`src/rtl/fp_sched_pkg.sv`:
```
// fp_sched_pkg
// Shared definitions for the batch accumulator: sequencer state encoding,
// IEEE-754 single-precision field positions and the all-zero encoding.
// No ports (package).
package fp_sched_pkg;

  typedef enum logic [1:0] {
    ST_IDLE  = 2'd0,
    ST_FIRST = 2'd1,
    ST_ACCUM = 2'd2,
    ST_DONE  = 2'd3
  } state_t;

  localparam int EXP_W    = 8;
  localparam int MAN_W    = 23;
  localparam int EXP_LSB  = 23;
  localparam int SIGN_BIT = 31;

  localparam logic [31:0] FP_ZERO = 32'h0000_0000;

endpackage

```
`src/rtl/fp_add_core.sv`:
```
// fp_add_core
// Combinational single-precision adder with truncation and no special-value
// handling. An operand whose exponent field is zero counts as zero and the
// other operand passes straight through.
// Ports:
//   a    in  32  first operand; wins as base on equal exponents
//   b    in  32  second operand
//   sum  out 32  a + b
module fp_add_core
  import fp_sched_pkg::*;
(
  input  logic [31:0] a,
  input  logic [31:0] b,
  output logic [31:0] sum
);

  logic             sign_a, sign_b;
  logic [EXP_W-1:0] exp_a, exp_b;
  logic [MAN_W:0]   man_a, man_b;

  assign sign_a = a[SIGN_BIT];
  assign sign_b = b[SIGN_BIT];
  assign exp_a  = a[EXP_LSB +: EXP_W];
  assign exp_b  = b[EXP_LSB +: EXP_W];
  // hidden 1 restored
  assign man_a  = {1'b1, a[MAN_W-1:0]};
  assign man_b  = {1'b1, b[MAN_W-1:0]};

  logic             base_sign;
  logic [EXP_W-1:0] base_exp, small_exp, shift, res_exp;
  logic [MAN_W:0]   base_man, small_man, small_aligned, sub_res, res_man;
  logic [MAN_W+1:0] add_res;

  always_comb begin
    if (exp_b > exp_a) begin
      base_sign = sign_b;
      base_exp  = exp_b;
      base_man  = man_b;
      small_exp = exp_a;
      small_man = man_a;
    end else begin
      base_sign = sign_a;
      base_exp  = exp_a;
      base_man  = man_a;
      small_exp = exp_b;
      small_man = man_b;
    end

    shift         = base_exp - small_exp;
    small_aligned = small_man >> shift;
    add_res       = {1'b0, base_man} + {1'b0, small_aligned};
    sub_res       = base_man - small_aligned;

    res_exp = base_exp;
    if (sign_a == sign_b) begin
      if (add_res[MAN_W+1]) begin
        res_man = add_res[MAN_W+1:1];
        res_exp = base_exp + 8'd1;
      end else begin
        res_man = add_res[MAN_W:0];
      end
    end else begin
      res_man = sub_res;
      // Cancellation can leave the leading one anywhere; walk it back up to
      // the hidden-bit position. A zero difference never normalizes.
      for (int i = 0; i < MAN_W + 1; i++) begin
        if (!res_man[MAN_W] && (res_man != '0)) begin
          res_man = res_man << 1;
          res_exp = res_exp - 8'd1;
        end
      end
    end

    if (exp_a == '0)
      sum = b;
    else if (exp_b == '0)
      sum = a;
    else if (res_man == '0)
      sum = FP_ZERO;
    else
      sum = {base_sign, res_exp, res_man[MAN_W-1:0]};
  end

endmodule

```
`src/rtl/fp_accum_sequencer.sv`:
```
// fp_accum_sequencer
// Folds a batch of single-precision samples into one sum using a single
// time-shared adder, one sample per cycle, and holds the sum on a
// valid/ready output until taken.
// Ports:
//   clk        in   1      clock
//   rst        in   1      asynchronous active-high reset
//   start      in   1      begin a batch (only looked at in IDLE)
//   count      in   CNT_W  batch length, taken with start
//   in_valid   in   1      sample valid
//   in_data    in   XLEN   sample
//   in_ready   out  1      sample accepted this cycle
//   out_valid  out  1      sum available
//   out_data   out  XLEN   accumulated sum
//   out_ready  in   1      consumer takes the sum
//   busy       out  1      any state other than IDLE
//   err        out  1      one-cycle pulse on a rejected batch length
//
// state    | meaning
// ---------+-----------------------------------------------
// ST_IDLE  | waiting for start with a legal count
// ST_FIRST | first sample loads acc directly, no add
// ST_ACCUM | each sample is added into acc
// ST_DONE  | sum held on out_data until out_ready
module fp_accum_sequencer
  import fp_sched_pkg::*;
#(
  parameter int XLEN  = 32,
  parameter int N_MAX = 16,
  parameter int CNT_W = $clog2(N_MAX + 1)
) (
  input  logic             clk,
  input  logic             rst,
  input  logic             start,
  input  logic [CNT_W-1:0] count,
  input  logic             in_valid,
  input  logic [XLEN-1:0]  in_data,
  output logic             in_ready,
  output logic             out_valid,
  output logic [XLEN-1:0]  out_data,
  input  logic             out_ready,
  output logic             busy,
  output logic             err
);

  localparam logic [CNT_W-1:0] N_MAX_C = CNT_W'(N_MAX);
  localparam logic [CNT_W-1:0] ONE_C   = CNT_W'(1);

  state_t           state;
  logic [CNT_W-1:0] remaining;
  logic [XLEN-1:0]  acc;
  logic [XLEN-1:0]  add_sum;

  fp_add_core u_add (
    .a   (acc),
    .b   (in_data),
    .sum (add_sum)
  );

  // Handshake outputs come from the state register only, so the upstream
  // valid and downstream ready never feed back combinationally.
  assign in_ready  = (state == ST_FIRST) || (state == ST_ACCUM);
  assign out_valid = (state == ST_DONE);
  assign busy      = (state != ST_IDLE);
  assign out_data  = acc;

  always_ff @(posedge clk or posedge rst) begin
    if (rst) begin
      state     <= ST_IDLE;
      remaining <= '0;
      acc       <= FP_ZERO;
      err       <= 1'b0;
    end else begin
      err <= 1'b0;
      case (state)
        ST_IDLE: begin
          if (start) begin
            if ((count == '0) || (count > N_MAX_C)) begin
              err <= 1'b1;
            end else begin
              remaining <= count;
              state     <= ST_FIRST;
            end
          end
        end
        ST_FIRST: begin
          if (in_valid) begin
            acc       <= in_data;
            remaining <= remaining - ONE_C;
            state     <= (remaining == ONE_C) ? ST_DONE : ST_ACCUM;
          end
        end
        ST_ACCUM: begin
          if (in_valid) begin
            acc       <= add_sum;
            remaining <= remaining - ONE_C;
            if (remaining == ONE_C)
              state <= ST_DONE;
          end
        end
        ST_DONE: begin
          if (out_ready)
            state <= ST_IDLE;
        end
        default: state <= ST_IDLE;
      endcase
    end
  end

endmodule
```
`config.mk`:
```
export PLATFORM = sky130hd
export DESIGN_NAME = fp_accum_sequencer
export DESIGN_NICKNAME = d
export VERILOG_FILES = /design/src/rtl/fp_sched_pkg.sv /design/src/rtl/fp_add_core.sv /design/src/rtl/fp_accum_sequencer.sv
export SDC_FILE = /design/constraint.sdc
export NUM_CORES = 1
export LEC_CHECK = 0
export BUFFER_PORTS_ARGS = -buffer_cell sky130_fd_sc_hd__buf_2
export CELL_PAD_IN_SITES_DETAIL_PLACEMENT = 1
export CELL_PAD_IN_SITES_GLOBAL_PLACEMENT = 1
export CORE_MARGIN = 5
export CORE_UTILIZATION = 43
export CTS_CLUSTER_DIAMETER = 80
export DETAILED_ROUTE_END_ITERATION = 10
export GPL_TIMING_DRIVEN = 1
export PLACE_DENSITY_LB_ADDON = 0.1
export SYNTH_ARGS = -nofsm -noshare
export SYNTH_HDL_FRONTEND = slang
export SYNTH_SLANG_ARGS = --single-unit
```
`constraint.sdc`:
```
create_clock -name clk -period 22 [get_ports clk]
set_input_delay 1.1 -clock clk [delete_from_list [all_inputs] [get_ports clk]]
set_output_delay 1.1 -clock clk [all_outputs]
set_load 0.01 [all_outputs]
```
# Yosys cells after proc, flatten, opt, wreduce, memory -nomap -nowiden
# Index checks and enable logic that the tools add are counted.
# Widths: inputs -> output; s select.
dict set report word_totals {
  regBits 40
  inputBits 42
  out_inout_bits 36
  wordCells 262
}
dict set report classes {
  n_addsub 29
  n_lt_le_gt_ge 2
  eq_ne 14
  shifts 1
  mux 124
  reduce_logical 87
}
# cell count
set op_table {}
lappend op_table {{$mux 24} 49}
lappend op_table {{$reduce_bool 24->1} 24}
lappend op_table {{$mux 8} 51}
lappend op_table {{$sub 8x1->8 const B} 24}
lappend op_table {{$mux 32} 5}
lappend op_table {{$pmux 32 s2} 1}
lappend op_table {{$mux 23} 2}
lappend op_table {{$add 24x24->25} 1}
lappend op_table {{$logic_and 1x1->1} 24}
lappend op_table {{$logic_not 1->1} 24}
lappend op_table {{$logic_not 24->1} 1}
lappend op_table {{$shr 24x8->24} 1}
lappend op_table {{$sub 24x24->24} 1}
lappend op_table {{$logic_not 8->1} 2}
lappend op_table {{$mux 5} 3}
lappend op_table {{$mux 2} 6}
lappend op_table {{$pmux 5 s2} 1}
lappend op_table {{$add 8x1->8 const B} 1}
lappend op_table {{$gt 8x8->1} 1}
lappend op_table {{$ne 2x2->1 const B} 4}
lappend op_table {{$pmux 2 s4} 1}
lappend op_table {{$reduce_and 4->1} 2}
lappend op_table {{$sub 8x8->8} 1}
lappend op_table {{$ne 2x1->1 const B} 3}
lappend op_table {{other kinds (16)} 24}

# Depth between registers and ports, before layout
# Gate-level depths: netlist (run 1).
dict set report logic_depth {
  depth_word 107
  ltp_mapped 104
  mapped_depth_nobuf 95
}

# Hierarchy
# From an unflattened synthesis (run 1), not the netlist that was laid out.
dict set report unflattened {
  cells_unflattened 2862
  area_unflattened_um2 18791.8
}
# mod instances cells_each area_per_inst_um2 seq_area_each_um2
set modules_own_cells {}
lappend modules_own_cells {fp_add_core 1 2653 16674.7 0.0}
lappend modules_own_cells {fp_accum_sequencer 1 209 2117.0 1001.0}

# Worst setup path after synthesis (run 1)
# Ideal clock, no wire load.
dict set report synth_timing {
  path_type {input to register}
  start {input in_data[23]}
  end {register acc[27] (netlist: out_data[27])}
  setup_ns 0.133
  arrival_time_ns 21.249
  required_ns 21.867
  path_slack_ns 0.619
  cell_stages 97
  path_buffers 9
  cell_sequence {inv_1 -> ha_1 -> buf_2 -> inv_2 -> nor4_4 -> nor2b_1 -> buf_2 -> nor2_2 -> clkbuf_1 -> clkbuf_1 -> a22oi_1 -> ha_1 -> a31oi_1 -> a21boi_0 -> o221ai_1 -> and4b_1 -> a21oi_1 -> clkbuf_1 -> [61 not listed] -> a211oi_1 -> ha_1 -> mux2_2 -> ha_1 -> mux2_2 -> ha_1 -> mux2_4 -> ha_1 -> mux2_2 -> ha_1 -> mux2_2 -> ha_1 -> nand2_1 -> nor3_1 -> xnor2_1 -> o21ai_1 -> a221oi_1 -> a21oi_1}
}
dict set report synth_via {
  elab_chain_len 107
  word_cells_on_any_way 213
  classes_between {add/sub (28); order compare (1); eq/ne (1); shift (1); mux (107); reduce/logical (75)}
}
# element line
set synth_lines {}
lappend synth_lines {{from (decl)} fp_accum_sequencer.sv:37} ;# input logic [XLEN-1:0] in_data,
lappend synth_lines {{branches (longest 107 deep; another with $sub 24x24->24)} n/a}
lappend synth_lines {{to (signal assigned)} fp_accum_sequencer.sv:88} ;# acc <= in_data;
lappend synth_lines {{to (signal assigned)} fp_accum_sequencer.sv:95} ;# acc <= add_sum;
lappend synth_lines {{to (decl)} fp_accum_sequencer.sv:51} ;# logic [XLEN-1:0] acc;
# Parallel ways; which one is timed is not known. The select of a mux whose other input is x is not followed.
# A chain may end at the register's enable or synchronous reset.

# Worst setup path in the final report (run 1)
dict set report layout_timing {
  start {input in_data[27]}
  end {register acc[27] (netlist: out_data[27])}
}
# The elaborated chain is that of the path after synthesis.

==> results of run 1 <==
[flip-flops by register name, summed over array words and instances (netlist names)]
register   cells
out_data      32
remaining      5
err            1
state          2
[metrics by stage]
stage | cells | area (um^2) | util, % | worst slack, ns | TNS (ns)
after global routing | 3221 | 19460 | 48.65 | -0.1063 | -0.1145
after detailed placement | 3187 | 18740 | 46.84 | -0.3838 | -1.842
final | 3221 | 19460 | 48.65 | 0.8730 | 0
after floorplan | 2616 | 17470 | - | 0.6188 | 0
after global placement | 3187 | 18740 | 46.84 | 0.1825 | 0
after CTS | 3195 | 18930 | 47.31 | 0.007171 | 0
[cells by family (layout without fill, tap and decap cells)]
group           after synthesis  in the layout  synth area share, %
fa+ha+maj                    88             88                6.375
buf+inv                     235            315                5.544
flops                        40             40                5.731
mux                         206            206                12.55
compound gates              776            776                29.87
xor+xnor                    194            194                10.22
simple gates               1077           1077                29.71
[metal layers]
layer	GRT usage [%]	share of wire [%]
met1	44.75	43
met2	57.98	48
met3	3.186	6.0
met4	8.885	2.9
met5	0	0.025
[layout make-up]
class	count	area, um^2	area share (%)
Clock buffer	5	125.1	0.6428
Clock inverter	3	46.29	0.2378
Inverter	113	426.7	2.192
Multi-Input combinational cell	2341	15920	81.79
Sequential cell	40	1001	5.143
Tap cell	525	656.9	3.375
Timing Repair Buffer	194	1287	6.615
[worst reg2reg max path, delay by kind of cell, from the launching register on]
family                   cells  cell delay (ns)
AO/OA/AOI/OAI               28             6.41
XOR/XNOR                     2             0.38
adder cells (fa/ha/maj)     17             5.43
buffers and inverters       13             2.09
flip-flops                   1             0.39
multiplexers                11             3.20
AND/OR/NAND/NOR             17             2.68
[final timing paths]
check | to | slack [ns] | cells past startpoint
max reg2reg | out_data[27] | 1.27 | 88
max | out_data[27] | 0.87 | 88
min | out_data[12] | 0.54 | 2
max in group asynchronous | out_data[19] | 20.43 | 3
min reg2reg | out_data[12] | 0.54 | 2
min in group asynchronous | out_data[11] | 0.80 | 2
[cell usage after synthesis (8+ instances only)]
cell type  instances
a311oi_1           9
a21boi_0          10
or2_2             13
a31oi_1           35
nor2_1           238
a22oi_1           12
o221ai_1           8
a2111oi_0         10
mux2i_1          141
dfrtp_1           40
nand2b_1          26
inv_1            110
a21oi_2           11
and3_1            35
nor2b_1           20
o21ai_0          139
a21o_1            22
o22ai_1           17
and2_1            42
a211o_1           10
a21oi_1          217
nand4_1           32
nor3b_1           12
xnor2_1          124
o211ai_1          27
mux2_2            49
a211oi_1          40
nor3_1            69
o21ai_1           32
o21a_1            22
o21bai_1          14
a221oi_1          12
or4_1             13
xor2_1            60
ha_1              85
or3_1             12
nand3_1           77
clkbuf_1          84
nand2_1          397
o21ai_2           13
buf_2             24
nor4_1            28
[repair_timing]
item                       in CTS  in global routing
cloned                          0                  0
gates resized for setup         3                 74
pin swaps                       0                 16
setup buffers                   0                 26
setup endpoints to repair       4                  7
[layout by cell type, fill, tap and decap left out, types with 10 or more instances in the layout]
cell type	n
a211oi_1	37
a21o_1	20
a21oi_1	212
a21oi_2	15
a221oi_1	11
a22oi_1	11
a31oi_1	34
and2_1	42
and3_1	35
buf_2	77
buf_4	113
dfrtp_1	40
ha_1	81
inv_1	109
mux2_2	48
mux2i_1	131
mux2i_2	10
nand2_1	394
nand2b_1	26
nand3_1	77
nand4_1	32
nor2_1	236
nor2b_1	20
nor3_1	65
nor3b_1	11
nor4_1	25
o211ai_1	27
o21a_1	21
o21ai_0	137
o21ai_1	29
o21ai_2	15
o21bai_1	14
o22ai_1	17
or2_2	13
or3_1	12
or4_1	11
xnor2_1	120
xor2_1	59
==> flow_summary_export.csv, run 1 <==
group,metric,value,unit
routing,viasPerCell,6.561,
yosys,syn_area_per_cell,6.677,um^2
timing,final-hold-violation-count,0,
finish,final_nets,2824,
finish,drive_gt1_share,15.88,%
cts,cts_made_buffers,5,
timing,worstMarginPinSlew,1.216,ns
worst_setup_path,worstPathRequired,22.17,ns
timing,skew,0.01434,ns
cts,insertion_delay,0.31,ns
routing,num_vias,21130,
yosys,syn_area,17470,um^2
die,io_pins,78,
yosys,synth-seq-area-share,5.731,%
yosys,async_reset_ff_share,100.0,%
cts,cts_tree,"built",
grt,grt_pass1_wl,122.6,mm
worst_hold_path,hold_path.class,"reg2reg",
place,io_buffers,77,
worst_setup_path,crit_top_cell,"ha_1",
timing,fmax,0.04733,GHz
yosys,synth_edf_count,0,
die,dieArea,44750,um^2
worst_setup_path,r2r-start,"out_data[27]",
yosys,ys_ff_latch,40,
cts,cts_root_buf,"clkbuf_16",
worst_setup_path,cp_top_family,"compound AO/OA/AOI/OAI gates",
run,cap_violations,0,
cts,cts.path.max_buffers,2,
grt,antenna_found_initial,1,
finish,area_growth,11.43,%
die,dieHeight,211.5,um
cts,clk_pin_slew,0.08,ns
worst_setup_path,slowest_delay,0.47,ns
routing,first_pass_iters,5,
cts,htree_levels,2,
worst_setup_path,startpoint,"in_data[27]",
yosys,synth_area_leaders,"nand2_1 (8.5%), mux2i_1 (8.1%), a21oi_1 (6.2%)",
timing,setup_viol,0,
worst_setup_path,path_class,"in2reg",
yosys,yosysTopAreaCell,"nand2_1",
outcome,status,"finished clean",
worst_hold_path,hp-start,"out_data[12]",
worst_setup_path,critPathSlowestCell,"a2111oi_1",
timing,relSlewSlack,16.86,%
worst_setup_path,critPathMaxFanout,27,
routing,routedWlPerCell,24.64,um
die,die_w,211.5,um
timing,final_max_slew_viol_count,0,
yosys,synth_top_area_share,8.532,%
place,hpwl,65.10,mm
cts,cts.sinks,40,
die,coreArea,40010,um^2
worst_setup_path,arrival,21.29,ns
finish,n_antenna_cell,0,
yosys,synth_ff_type,"dfrtp_1",
grt,grt_pass1_vias,21160,
die,placementRows,73,
die,initial_core_util,43.66,%
routing,totalWireLength,79.38,mm
routing,drc_errors,0,
cts,hold_buffers,0,
routing,ant_nets,0,
place,place_congestion,1.025,
timing,fin_crit_sh,96.03,%
routing,dr.first_iter.drc_count,1734,
yosys,postSynthCellCount,2616,
yosys,synth_cell_types,130,
timing,layout_min_cycle_time,21.13,ns
finish,fillers,5327,
yosys,synth.yosys.warnings,0,
timing,fin_hold_ws,0.5369,ns
grt,grt_usage,33.53,%
worst_setup_path,path_buf_inv,13,
grt,grt_max_degree,65,
grt,grt_overflow_total,0,
yosys,synthesis.nets,2745,
worst_setup_path,critPathLaunchType,"primary input",
worst_setup_path,crit_path_end_kind,"register",
Power of run 1 is not shown: default switching activity piles up to over one toggle a cycle in this logic, so the estimate is an artifact.
==> run 2, diff against run 1 <==
Settings changed: ABC_AREA set to 1, CORE_UTILIZATION 43 to 39.
==> flow_summary_export.csv, run 2 <==
group,metric,value,unit
die,placementRows,81,
timing,skew,0.005726,ns
yosys,syn_area,19240,um^2
yosys,ys_ff_latch,40,
grt,grt_usage,28.14,%
timing,final_max_slew_viol_count,0,
grt,grt_overflow_total,0,
finish,fillers,7534,
routing,ant_nets,0,
yosys,synth_top_area_share,29.16,%
timing,setup_tns,0,ns
worst_setup_path,critPathLaunchType,"primary input",
cts,cts_tree,"built",
finish,area_growth,5.371,%
yosys,yosysTopAreaCell,"nand2_1",
routing,route.met2.wl,35.79,mm
cts,hold_buffers,0,
timing,fin_hold_ws,0.5374,ns
timing,fmax,0.04999,GHz
yosys,synth-seq-area-share,5.202,%
timing,worstMarginPinSlew,1.118,ns
routing,viasPerCell,5.344,
die,dieArea,53880,um^2
cts,clk_pin_slew,0.07,ns
finish,largest_reg_flops,32,
worst_setup_path,crit_top_cell,"nand2_1",
yosys,yosysMostFrequentCell,"nand2_1",
timing,final-hold-violation-count,0,
finish,final_common_cell,"nand2_1",
timing,setup_viol,0,
die,initial_core_util,39.39,%
cts,cts_made_buffers,5,
yosys,synthTopCellsByCount,"nand2_1 (1495), nor2_1 (487), inv_1 (417)",
grt,grt_pass1_wl,126.1,mm
run,cap_violations,0,
yosys,postSynthCellCount,3895,
grt,grt_pass1_vias,24080,
yosys,syn_area_per_cell,4.940,um^2
yosys,synth_cell_types,62,
worst_setup_path,crit_path_end_kind,"register",
worst_setup_path,critPathSlowestCell,"ha_1",
grt,grt_max_degree,93,
worst_setup_path,r2r_cells,126,
worst_setup_path,path_class,"in2reg",
worst_hold_path,min_delay_path_depth,2,
timing,layout_min_cycle_time,20.00,ns
cts,post_cts_buffers,0,
cts,htree_levels,2,
die,die_w,232.1,um
routing,num_vias,24360,
timing,relSlewSlack,24.65,%
timing,rsz0062_at_grt,"false",
yosys,synth_edf_count,0,
worst_setup_path,worstPathRequired,22.18,ns
yosys,async_reset_ff_share,100.0,%
routing,totalWireLength,77.42,mm
outcome,status,"finished clean",
cts,cts.path.max_buffers,2,
worst_hold_path,hold_path.class,"reg2reg",
finish,n_antenna_cell,0,
timing,fin_crit_sh,90.93,%
place,place_congestion,0.9500,
yosys,synth_ff_type,"dfrtp_1",
die,dieHeight,232.1,um
die,coreArea,48850,um^2
finish,mostFrequentLayoutCells,"nand2_1 (1495), nor2_1 (487), inv_1 (417)",
finish,final_nets,4022,
routing,dr.first_iter.drc_count,1433,
yosys,synth.yosys.warnings,0,
cts,insertion_delay,0.30,ns
grt,antenna_found_initial,6,
yosys,synth_area_leaders,"nand2_1 (29%), nand3_1 (11%), nor2_1 (9.5%)",
routing,m1WireLength,36.16,mm
cts,cts_root_buf,"clkbuf_16",
cts,cts.sinks,40,
routing,wl_met3,3.433,mm
die,io_pins,78,
place,hpwl,65.06,mm
routing,first_pass_iters,5,
finish,drive_gt1_share,9.682,%
routing,top_layer,"met5",
worst_setup_path,arrival,20.19,ns
routing,routedWlPerCell,16.99,um
place,io_buffers,77,
worst_setup_path,slowest_delay,0.62,ns
routing,drc_errors,0,
yosys,synthesis.nets,4024,
worst_setup_path,critPathMaxFanout,41,
## run 2: changes by cell type after synthesis, moves of 125 or more
cell     before   now
nand3_1      77   407
a21oi_1     217    92
inv_1       110   417
mux2i_1     141     0
nor2_1      238   487
nand2_1     397  1495
## run 2: cell type report
| type | count | area (um^2) | share of cell area [%] |
|---|---|---|---|
| Multi-Input combinational cell | 3259 | 15890 | 78.37 |
| Inverter | 488 | 1832 | 9.034 |
| Sequential cell | 40 | 1001 | 4.937 |
| Tap cell | 664 | 830.8 | 4.098 |
| Timing Repair Buffer | 99 | 550.5 | 2.715 |
| Clock buffer | 5 | 125.1 | 0.6171 |
| Clock inverter | 3 | 46.29 | 0.2283 |
## run 2: worst paths after layout
path	start	to	slack (ns)
min in group asynchronous	rst	err	0.93
min reg2reg	out_data[12]	out_data[12]	0.54
max in group asynchronous	rst	out_data[8]	20.66
max	in_data[23]	out_data[29]	2.00
min	out_data[12]	out_data[12]	0.54
max reg2reg	out_data[26]	out_data[29]	2.34
## run 2: routing by layer
layer | vias up | track usage (%)
li1 | 12370 | -
met3 | 107 | 2.446
met4 | 8 | 6.869
met5 | - | 0
met2 | 495 | 48.43
met1 | 11380 | 38.15
## run 2: what timing repair did
item                                   in CTS  in global routing
endpoints found under the hold margin       0                  0
setup endpoints to repair                   0                  2
gates resized for setup                     0                  1
## run 2: kinds of logic (layout without fill, tap and decap cells)
family          after synthesis  count (layout)  share of synthesized area (%)
simple gates               2713            2713                          61.30
buf+inv                     596             595                          12.43
compound gates              382             382                          11.28
fa+ha+maj                    87              87                          5.735
xor+xnor                     77              77                          4.051
flops                        40              40                          5.202
## run 2: worst max-delay path, delay by kind of cell
family / cells / cell delay [ns]
AOI/OAI and AO/OA: 7 / 1.42
and+or+nand+nor: 76 / 8.25
xor gates and xnor gates: 2 / 0.33
buffers and inverters: 12 / 1.16
adders and majority gates: 26 / 7.82
## run 2: per-stage QoR
| stage | worst slack [ns] | cell area, um^2 | std cells | util (%) |
|---|---|---|---|---|
| floorplan | 4.831 | 19240 | 3895 | - |
| CTS | 1.871 | 20270 | 4558 | 41.49 |
| finish | 1.996 | 20280 | 4558 | 41.51 |
| global route | 0.01193 | 20280 | 4558 | 41.51 |
| global placement | 2.192 | 20100 | 4550 | 41.14 |
| detailed placement | 1.588 | 20100 | 4550 | 41.14 |
Power of run 2 is left out for the same reason.
